<file path="src/rtl/tcp_tmp_rx_buf_rd_arb_if.sv">
// tcp_tmp_rx_buf_rd_arb_if: requester-side and buffer-RAM-side read ports of the RX temp buffer read arbiter
interface tcp_tmp_rx_buf_rd_arb_if #(
  parameter int NUM_SRCS  = 2,
  parameter int ADDR_W    = 8,
  parameter int DATA_W    = 64,
  parameter int TAG_DEPTH = 4
);
  localparam int CNT_W = $clog2(TAG_DEPTH) + 1;
  logic [NUM_SRCS-1:0]        src_arb_rd_req_val;
  logic [NUM_SRCS*ADDR_W-1:0] src_arb_rd_req_addr;
  logic [NUM_SRCS-1:0]        arb_src_rd_req_rdy;
  logic [NUM_SRCS-1:0]        arb_src_rd_resp_val;
  logic [DATA_W-1:0]          arb_src_rd_resp_data;
  logic [NUM_SRCS-1:0]        src_arb_rd_resp_rdy;
  logic                       arb_buf_rd_req_val;
  logic [ADDR_W-1:0]          arb_buf_rd_req_addr;
  logic                       buf_arb_rd_req_rdy;
  logic                       buf_arb_rd_resp_val;
  logic [DATA_W-1:0]          buf_arb_rd_resp_data;
  logic                       arb_buf_rd_resp_rdy;
  logic [CNT_W-1:0]           arb_outstanding;
  modport master (
    input  src_arb_rd_req_val, src_arb_rd_req_addr, src_arb_rd_resp_rdy,
           buf_arb_rd_req_rdy, buf_arb_rd_resp_val, buf_arb_rd_resp_data,
    output arb_src_rd_req_rdy, arb_src_rd_resp_val, arb_src_rd_resp_data,
           arb_buf_rd_req_val, arb_buf_rd_req_addr, arb_buf_rd_resp_rdy, arb_outstanding
  );
  modport slave (
    output src_arb_rd_req_val, src_arb_rd_req_addr, src_arb_rd_resp_rdy,
           buf_arb_rd_req_rdy, buf_arb_rd_resp_val, buf_arb_rd_resp_data,
    input  arb_src_rd_req_rdy, arb_src_rd_resp_val, arb_src_rd_resp_data,
           arb_buf_rd_req_val, arb_buf_rd_req_addr, arb_buf_rd_resp_rdy, arb_outstanding
  );
endinterface

</file>
<file path="src/rtl/tcp_tmp_rx_buf_rd_arb.sv">
// tcp_tmp_rx_buf_rd_arb: round-robin sharing of the RX temp buffer read port with in-order response routing
module tcp_tmp_rx_buf_rd_arb #(
  parameter int NUM_SRCS  = 2,
  parameter int ADDR_W    = 8,
  parameter int DATA_W    = 64,
  parameter int TAG_DEPTH = 4
) (
  input logic clk,
  input logic rst,
  tcp_tmp_rx_buf_rd_arb_if.master bus
);
  localparam int SRC_W = $clog2(NUM_SRCS);
  localparam int PTR_W = $clog2(TAG_DEPTH);
  localparam int CNT_W = PTR_W + 1;
  logic [SRC_W-1:0] r_rr_ptr;
  logic [SRC_W-1:0] r_tags [TAG_DEPTH];
  logic [PTR_W-1:0] r_wr_ptr;
  logic [PTR_W-1:0] r_rd_ptr;
  logic [CNT_W-1:0] r_cnt;
  logic [SRC_W-1:0] w_grant;
  logic [SRC_W-1:0] w_idx;
  logic [SRC_W-1:0] w_head;
  logic             w_any;
  logic             w_full;
  logic             w_empty;
  logic             w_issue;
  logic             w_push;
  logic             w_pop;
  logic             w_resp_rdy;
  // Descending scan so the candidate closest to rr_ptr is the last one written
  always_comb begin
    w_grant = '0;
    w_idx   = '0;
    w_any   = 1'b0;
    for (int k = NUM_SRCS - 1; k >= 0; k--) begin
      w_idx = SRC_W'((int'(r_rr_ptr) + k) % NUM_SRCS);
      if (bus.src_arb_rd_req_val[w_idx]) begin
        w_grant = w_idx;
        w_any   = 1'b1;
      end
    end
  end
  // Full looks at the registered count only: a same-cycle pop does not free a slot
  assign w_full     = r_cnt == CNT_W'(TAG_DEPTH);
  assign w_empty    = r_cnt == '0;
  assign w_issue    = w_any & ~w_full;
  assign w_push     = w_issue & bus.buf_arb_rd_req_rdy;
  assign w_head     = r_tags[r_rd_ptr];
  assign w_resp_rdy = ~w_empty & bus.src_arb_rd_resp_rdy[w_head];
  assign w_pop      = bus.buf_arb_rd_resp_val & w_resp_rdy;
  assign bus.arb_buf_rd_req_val   = w_issue;
  assign bus.arb_buf_rd_req_addr  = w_issue ? bus.src_arb_rd_req_addr[int'(w_grant)*ADDR_W +: ADDR_W] : '0;
  assign bus.arb_src_rd_req_rdy   = w_push ? NUM_SRCS'(1'b1) << w_grant : '0;
  assign bus.arb_src_rd_resp_val  = (~w_empty & bus.buf_arb_rd_resp_val) ? NUM_SRCS'(1'b1) << w_head : '0;
  assign bus.arb_buf_rd_resp_rdy  = w_resp_rdy;
  assign bus.arb_src_rd_resp_data = bus.buf_arb_rd_resp_data;
  assign bus.arb_outstanding      = r_cnt;
  always_ff @(posedge clk) begin
    if (rst) begin
      r_rr_ptr <= '0;
      r_wr_ptr <= '0;
      r_rd_ptr <= '0;
      r_cnt    <= '0;
    end else begin
      if (w_push) begin
        r_wr_ptr <= r_wr_ptr + 1'b1;
        r_rr_ptr <= (w_grant == SRC_W'(NUM_SRCS - 1)) ? '0 : w_grant + 1'b1;
      end
      if (w_pop) r_rd_ptr <= r_rd_ptr + 1'b1;
      r_cnt <= r_cnt + CNT_W'(w_push) - CNT_W'(w_pop);
    end
  end
  always_ff @(posedge clk) begin
    if (w_push) r_tags[r_wr_ptr] <= w_grant;
  end
  a_resp_needs_tag: assert property (@(posedge clk) disable iff (rst) !(bus.buf_arb_rd_resp_val && w_empty));
endmodule

</file>
<file path="src/flat_wrapper.sv">
// flat-port wrapper written by rule: the top's interface ports become plain ports
module tcp_tmp_rx_buf_rd_arb_flat 
#(
  parameter int NUM_SRCS  = 2,
  parameter int ADDR_W    = 8,
  parameter int DATA_W    = 64,
  parameter int TAG_DEPTH = 4
)
  (clk, rst, bus_src_arb_rd_req_val, bus_src_arb_rd_req_addr, bus_src_arb_rd_resp_rdy, bus_buf_arb_rd_req_rdy, bus_buf_arb_rd_resp_val, bus_buf_arb_rd_resp_data, bus_arb_src_rd_req_rdy, bus_arb_src_rd_resp_val, bus_arb_src_rd_resp_data, bus_arb_buf_rd_req_val, bus_arb_buf_rd_req_addr, bus_arb_buf_rd_resp_rdy, bus_arb_outstanding);
  tcp_tmp_rx_buf_rd_arb_if #(.NUM_SRCS(NUM_SRCS), .ADDR_W(ADDR_W), .DATA_W(DATA_W), .TAG_DEPTH(TAG_DEPTH)) bus_i ();
  input logic clk;
  input logic rst;
  input wire logic [$bits(bus_i.src_arb_rd_req_val)-1:0] bus_src_arb_rd_req_val;
  input wire logic [$bits(bus_i.src_arb_rd_req_addr)-1:0] bus_src_arb_rd_req_addr;
  input wire logic [$bits(bus_i.src_arb_rd_resp_rdy)-1:0] bus_src_arb_rd_resp_rdy;
  input wire logic [$bits(bus_i.buf_arb_rd_req_rdy)-1:0] bus_buf_arb_rd_req_rdy;
  input wire logic [$bits(bus_i.buf_arb_rd_resp_val)-1:0] bus_buf_arb_rd_resp_val;
  input wire logic [$bits(bus_i.buf_arb_rd_resp_data)-1:0] bus_buf_arb_rd_resp_data;
  output wire logic [$bits(bus_i.arb_src_rd_req_rdy)-1:0] bus_arb_src_rd_req_rdy;
  output wire logic [$bits(bus_i.arb_src_rd_resp_val)-1:0] bus_arb_src_rd_resp_val;
  output wire logic [$bits(bus_i.arb_src_rd_resp_data)-1:0] bus_arb_src_rd_resp_data;
  output wire logic [$bits(bus_i.arb_buf_rd_req_val)-1:0] bus_arb_buf_rd_req_val;
  output wire logic [$bits(bus_i.arb_buf_rd_req_addr)-1:0] bus_arb_buf_rd_req_addr;
  output wire logic [$bits(bus_i.arb_buf_rd_resp_rdy)-1:0] bus_arb_buf_rd_resp_rdy;
  output wire logic [$bits(bus_i.arb_outstanding)-1:0] bus_arb_outstanding;
  assign bus_i.src_arb_rd_req_val = bus_src_arb_rd_req_val;
  assign bus_i.src_arb_rd_req_addr = bus_src_arb_rd_req_addr;
  assign bus_i.src_arb_rd_resp_rdy = bus_src_arb_rd_resp_rdy;
  assign bus_i.buf_arb_rd_req_rdy = bus_buf_arb_rd_req_rdy;
  assign bus_i.buf_arb_rd_resp_val = bus_buf_arb_rd_resp_val;
  assign bus_i.buf_arb_rd_resp_data = bus_buf_arb_rd_resp_data;
  assign bus_arb_src_rd_req_rdy = bus_i.arb_src_rd_req_rdy;
  assign bus_arb_src_rd_resp_val = bus_i.arb_src_rd_resp_val;
  assign bus_arb_src_rd_resp_data = bus_i.arb_src_rd_resp_data;
  assign bus_arb_buf_rd_req_val = bus_i.arb_buf_rd_req_val;
  assign bus_arb_buf_rd_req_addr = bus_i.arb_buf_rd_req_addr;
  assign bus_arb_buf_rd_resp_rdy = bus_i.arb_buf_rd_resp_rdy;
  assign bus_arb_outstanding = bus_i.arb_outstanding;
  tcp_tmp_rx_buf_rd_arb #(.NUM_SRCS(NUM_SRCS), .ADDR_W(ADDR_W), .DATA_W(DATA_W), .TAG_DEPTH(TAG_DEPTH)) u_core (.clk(clk), .rst(rst), .bus(bus_i));
endmodule
</file>
<file path="config.mk">
export PLATFORM = sky130hd
export DESIGN_NAME = tcp_tmp_rx_buf_rd_arb_flat
export DESIGN_NICKNAME = d
export VERILOG_FILES = /design/src/rtl/tcp_tmp_rx_buf_rd_arb_if.sv /design/src/rtl/tcp_tmp_rx_buf_rd_arb.sv /design/src/flat_wrapper.sv
export SDC_FILE = /design/constraint.sdc
export NUM_CORES = 1
export LEC_CHECK = 0
export ABC_AREA = 1
export CORE_ASPECT_RATIO = 0.7
export CORE_MARGIN = 8
export CORE_UTILIZATION = 29
export DETAILED_ROUTE_END_ITERATION = 6
export PLACE_DENSITY = 0.88
export RECOVER_POWER = 50
export SLEW_MARGIN = 20
export SYNTH_ARGS = -nofsm -noshare
export SYNTH_HDL_FRONTEND = slang
export SYNTH_SLANG_ARGS = --single-unit
</file>
<file path="constraint.sdc">
create_clock -name clk -period 3.3 [get_ports clk]
set_input_delay 0.33 -clock clk [delete_from_list [all_inputs] [get_ports clk]]
set_output_delay 0.33 -clock clk [all_outputs]
set_load 0.02 [all_outputs]
</file>
# Word level (Yosys, flattened, before mapping)
# Memories as Yosys holds them, arrays and structs flattened. A register that Yosys moved wholly into a read port is not among the register bits.
# Cells that the tools add are included.
# word_totals
register_bits	8
ramBits	4
in_bits	88
elab_cells	44
memories	1
# memory_table
name	words	word_bits	rd	rd_clocked_by_memory_dff	write_ports	line_no	rtl
u_core.r_tags	4	1	1	1	1	tcp_tmp_rx_buf_rd_arb.sv:16	logic [SRC_W-1:0] r_tags [TAG_DEPTH];
# op_classes
add_sub_neg	6
order_cmp	3
eq_ne	1
n_shift	3
muxes	18
bitwise_logic	7
reduce_logical	1
# ops
op	n
$shiftx A16 B5 Y8	1
$mux W1	13
$mux W2	4
$mux W8	1
$lt A1 B2 Y1 const B	3
$and A1 B1 Y1	5
$add A2 B1 Y2 const B	2
$shl A1 B1 Y2 const A	2
$add A3 B1 Y3	1
$eq A3 B3 Y1 const B	1
$logic_not A3 Y1	1
$sub A3 B1 Y3	1
$add A1 B1 Y1 const B	2
$not A1 Y1	2

# Longest topological paths before layout
# logic_depth
ltp_word	9
mapped_depth	13
mapped_depth_nobuf	13

# Worst setup path after synthesis
# No wires, ideal clock.
# synth_path
path_kind	flip-flop to flip-flop
start	register u_core.r_cnt[1] (netlist: u_core.bus.arb_outstanding[1])
end	register u_core.r_cnt[2] (netlist: u_core.bus.arb_outstanding[2])
setup_ns	0.126
arrival_ns	1.934
path_slack_ns	1.240
path_stages_with_launch	11
period_less_slack_ns	2.060
cell_sequence	dfxtp_1 nor3_1 nor2_2 nand3_1 inv_1 ha_1 inv_1 ha_1 fa_1 xnor2_1 nor2_1
# synth_lines
item	line_no	rtl
from (decl)	tcp_tmp_rx_buf_rd_arb.sv:19	logic [CNT_W-1:0] r_cnt;
from (signal assigned)	tcp_tmp_rx_buf_rd_arb.sv:70	r_cnt <= r_cnt + CNT_W'(w_push) - CNT_W'(w_pop);
$logic_not A3 Y1	tcp_tmp_rx_buf_rd_arb.sv:45	assign w_empty = r_cnt == '0;
$not A1 Y1	tcp_tmp_rx_buf_rd_arb.sv:49	assign w_resp_rdy = ~w_empty & bus.src_arb_rd_resp_rdy[w_head];
$and A1 B1 Y1	tcp_tmp_rx_buf_rd_arb.sv:49	
$and A1 B1 Y1	tcp_tmp_rx_buf_rd_arb.sv:50	assign w_pop = bus.buf_arb_rd_resp_val & w_resp_rdy;
via u_core.w_pop	tcp_tmp_rx_buf_rd_arb.sv:28	logic w_pop;
$sub A3 B1 Y3	tcp_tmp_rx_buf_rd_arb.sv:70	
# The timed path passes the listed nets, and every way through them passes these cells.
# A chain may end at the register's enable or synchronous reset.

# Worst setup path after layout
# layout_path
start	input bus_src_arb_rd_req_val[1]
end	output bus_arb_buf_rd_req_addr[3]
# layout_between
elab_chain_len	6
# layout_rtl
item	line_no	rtl
from (decl)	flat_wrapper.sv:13	input wire logic [$bits(bus_i.src_arb_rd_req_val)-1:0] bus_src_arb_rd_req_val;
$mux W1 (implied by the code) (2 in a row)	tcp_tmp_rx_buf_rd_arb.sv:37	if (bus.src_arb_rd_req_val[w_idx]) begin
$mux W1 (2 in a row)	tcp_tmp_rx_buf_rd_arb.sv:37	
$shiftx A16 B5 Y8 / $and A1 B1 Y1 (equally long branches)	tcp_tmp_rx_buf_rd_arb.sv:52, tcp_tmp_rx_buf_rd_arb.sv:46	
$mux W8 *	tcp_tmp_rx_buf_rd_arb.sv:52	assign bus.arb_buf_rd_req_addr = w_issue ? bus.src_arb_rd_req_addr[int'(w_grant)*ADDR_W +: ADDR_W] : '0;
to (decl)	flat_wrapper.sv:23	output wire logic [$bits(bus_i.arb_buf_rd_req_addr)-1:0] bus_arb_buf_rd_req_addr;
# Every way passes the cells marked *; elsewhere a longest branch is shown, timed or not. The select of a mux whose other input is x is not followed.

==> flow_summary.json <==
{
  "drc_errors": 0,
  "grt_pass1_wl_mm": 4.44,
  "synth_top_area_cell": "buf_4",
  "postCtsResizedCells": 0,
  "top_usage_layer": "met2",
  "avgSynthCellArea_um2": 7.46,
  "die_y_um": 73.7,
  "tns_ps": 0,
  "numCtsBuffers": 3,
  "overflow": 0,
  "post-route-period-util": 0.781,
  "start_util": 0.295,
  "clock-sinks": 14,
  "p_per_area_mw_per_mm2": 562,
  "relSlewSlack": 0.679,
  "h-tree-depth": 1,
  "final_net_count": 259,
  "synth_cell_type_count": 28,
  "wire_per_inst_um": 12.4,
  "yosysSeqAreaShare": 0.232,
  "fillerInstances": 507,
  "ctsHoldBuffers": 0,
  "synth_top_area_share": 0.348,
  "worstPathCellList": "clkdlybuf4s50_1, inv_1, a21oi_1, buf_4, o21ai_0, nor2_1, clkdlybuf4s50_1",
  "grtUsageMet3": 0.0691,
  "slowest_delay_ps": 620,
  "crit_type": "in -> out",
  "yosys-top-cells-count": "buf_4 (64), nor2_1 (28), inv_1 (21)",
  "clock_skew_ps": 2.53,
  "crit_path_start_kind": "input port",
  "r2r-end": "u_core.bus.arb_outstanding[2]",
  "grt_pass1_vias": 1000,
  "reg2reg_from": "u_core.bus.arb_outstanding[1]",
  "finalHoldViolCount": 0,
  "grt_start_max_net_pins": 13,
  "cpMaxStageDelayCell": "clkdlybuf4s50_1",
  "gr-usage-met1": 0.0793,
  "drt-vias-per-instance": 4.27,
  "place_ws_ps": 713,
  "rsz0062_at_grt": "no",
  "postCtsSetupBuffers": 0,
  "post-synth-top-count-cell": "buf_4",
  "syn_to_final_growth_pct": 1.72,
  "async_flop_share": 0,
  "vias": 939,
  "synth_cells": 185,
  "maxCapViolations": 0,
  "ys_ff_latch": 14,
  "slew_viol_final": 0,
  "critical_path.startpoint": "bus_src_arb_rd_req_val[1]",
  "holdCritPathClass": "reg -> reg",
  "critPathCaptureType": "primary output",
  "num_antenna_cells": 0,
  "synth_edf_count": 4,
  "irDropWorstVdd_mv": 0.217,
  "worstPathRequired_ps": 2970,
  "clkTransAtPathRegs_ps": 50,
  "drt-total-wl_mm": 2.73,
  "ant_nets": 0,
  "netlist_area_mm2": 0.00138,
  "dieArea_mm2": 0.00726,
  "synth-warning-count": 0,
  "finalSetupViolCount": 0,
  "p_leak_uw": 0.000601,
  "status": "complete, no violations",
  "synth_ff_type": "dfxtp_1",
  "cts_tree": "done",
  "ys_top_cells_by_area": "buf_4 (35%), dfxtp_1 (15%), edfxtp_1 (8.7%), nor2_1 (7.6%), inv_1 (5.7%)",
  "setup_slack_ps": 721,
  "worstPathArrival_ps": 2250,
  "grt_util_all_layers": 0.0780,
  "synth_fp_nets": 280,
  "clock_latency_ps": 240,
  "max_freq_mhz": 388,
  "core-area_mm2": 0.00468,
  "rr_worst_depth": 10,
  "first_iter_violations": 23,
  "multi_input_area_um2": 463,
  "min_period_ps": 2580,
  "tightest_slew_ps": 482,
  "clk_path_buf_depth": 2,
  "r2r_setup_slack_ps": 1070,
  "portBuffers": 40,
  "place_hpwl_mm": 2.30,
  "use_met2": 0.107,
  "final_layout_size_suffix_gt1_frac": 0.110,
  "place.gp.congestion": 0.734,
  "seq_area_um2": 320,
  "crit_end": "bus_arb_buf_rd_req_addr[3]",
  "antenna_found_initial": 0,
  "rows": 21,
  "cts_root_buf": "clkbuf_8",
  "crit_fanout": 8,
  "firstDrtPassIters": 3,
  "die_w_um": 98.5,
  "fin_util": 0.300,
  "cp_common_cell": "clkdlybuf4s50_1",
  "ioPinCount": 169
}
where the power goes:
group | total [uW] | switching [uW] | internal, uW
clock | 139 | 56.4 | 82.2
combinational | 415 | 229 | 186
sequential | 235 | 25.8 | 209
worst max-delay path: cells and delay by family:
family,cells,cell delay (ps)
AOI/OAI and AO/OA,2,460
and+or+nand+nor,1,90
buffers and inverters,4,1370
layer usage:
layer	wire, um	share of wire
met1	1170	0.43
met3	488	0.18
met5	0	0
met2	1030	0.38
met4	45	0.016
placed cells by master, fill, tap and decap left out, types with 2 or more instances in the layout:
master	n
nand3_1	4
a21oi_1	5
clkdlybuf4s50_1	40
clkbuf_8	3
nand3_2	3
ha_1	6
nor2_1	28
xnor2_1	2
inv_1	21
nand2_1	10
dfxtp_1	10
edfxtp_1	4
o21ai_0	9
nand2_2	2
inv_2	3
metrics by stage:
stage | area [um^2] | cells | hold slack (ps) | total power, uW
final | 1400 | 220 | 495 | 789
after global routing | 1400 | 220 | 525 | 861
after CTS | 1400 | 220 | 500 | 804
after detailed placement | 1360 | 216 | 493 | 658
after global placement | 1360 | 216 | 481 | 649
after floorplan | 1380 | 185 | 457 | 604
worst min-delay path by stage:
stage	from	end	slack, ps	cells after the start
5_1_grt	u_core.r_rd_ptr[1]	register	530	2
4_1_cts	u_core.r_rd_ptr[1]	register	500	2
2_1_floorplan	u_core.r_rr_ptr	u_core.r_rr_ptr	460	2
6_report	u_core.r_rd_ptr[1]	register	500	2
3_3_place_gp	u_core.r_rd_ptr[1]	u_core.r_rd_ptr[1]	480	2
3_5_place_dp	u_core.r_rd_ptr[1]	u_core.r_rd_ptr[1]	490	2
layout make-up:
type	count	share of cell area
Clock buffer	3	0.0294
Clock inverter	1	0.00267
Inverter	25	0.0686
Multi-Input combinational cell	79	0.330
Sequential cell	14	0.228
Tap cell	57	0.0508
Timing Repair Buffer	41	0.291
kinds of logic (layout without fill, tap and decap cells):
family	after synthesis	in the layout	share of synthesized area
AOI/OAI and AO/OA	17	17	0.0725
xor gates and xnor gates	3	3	0.0190
adders and majority gates	7	7	0.0689
buffers and inverters	92	70	0.432
DFF	14	14	0.232
and+or+nand+nor	52	52	0.175
Note: power is estimated with default switching activity, not from simulation.
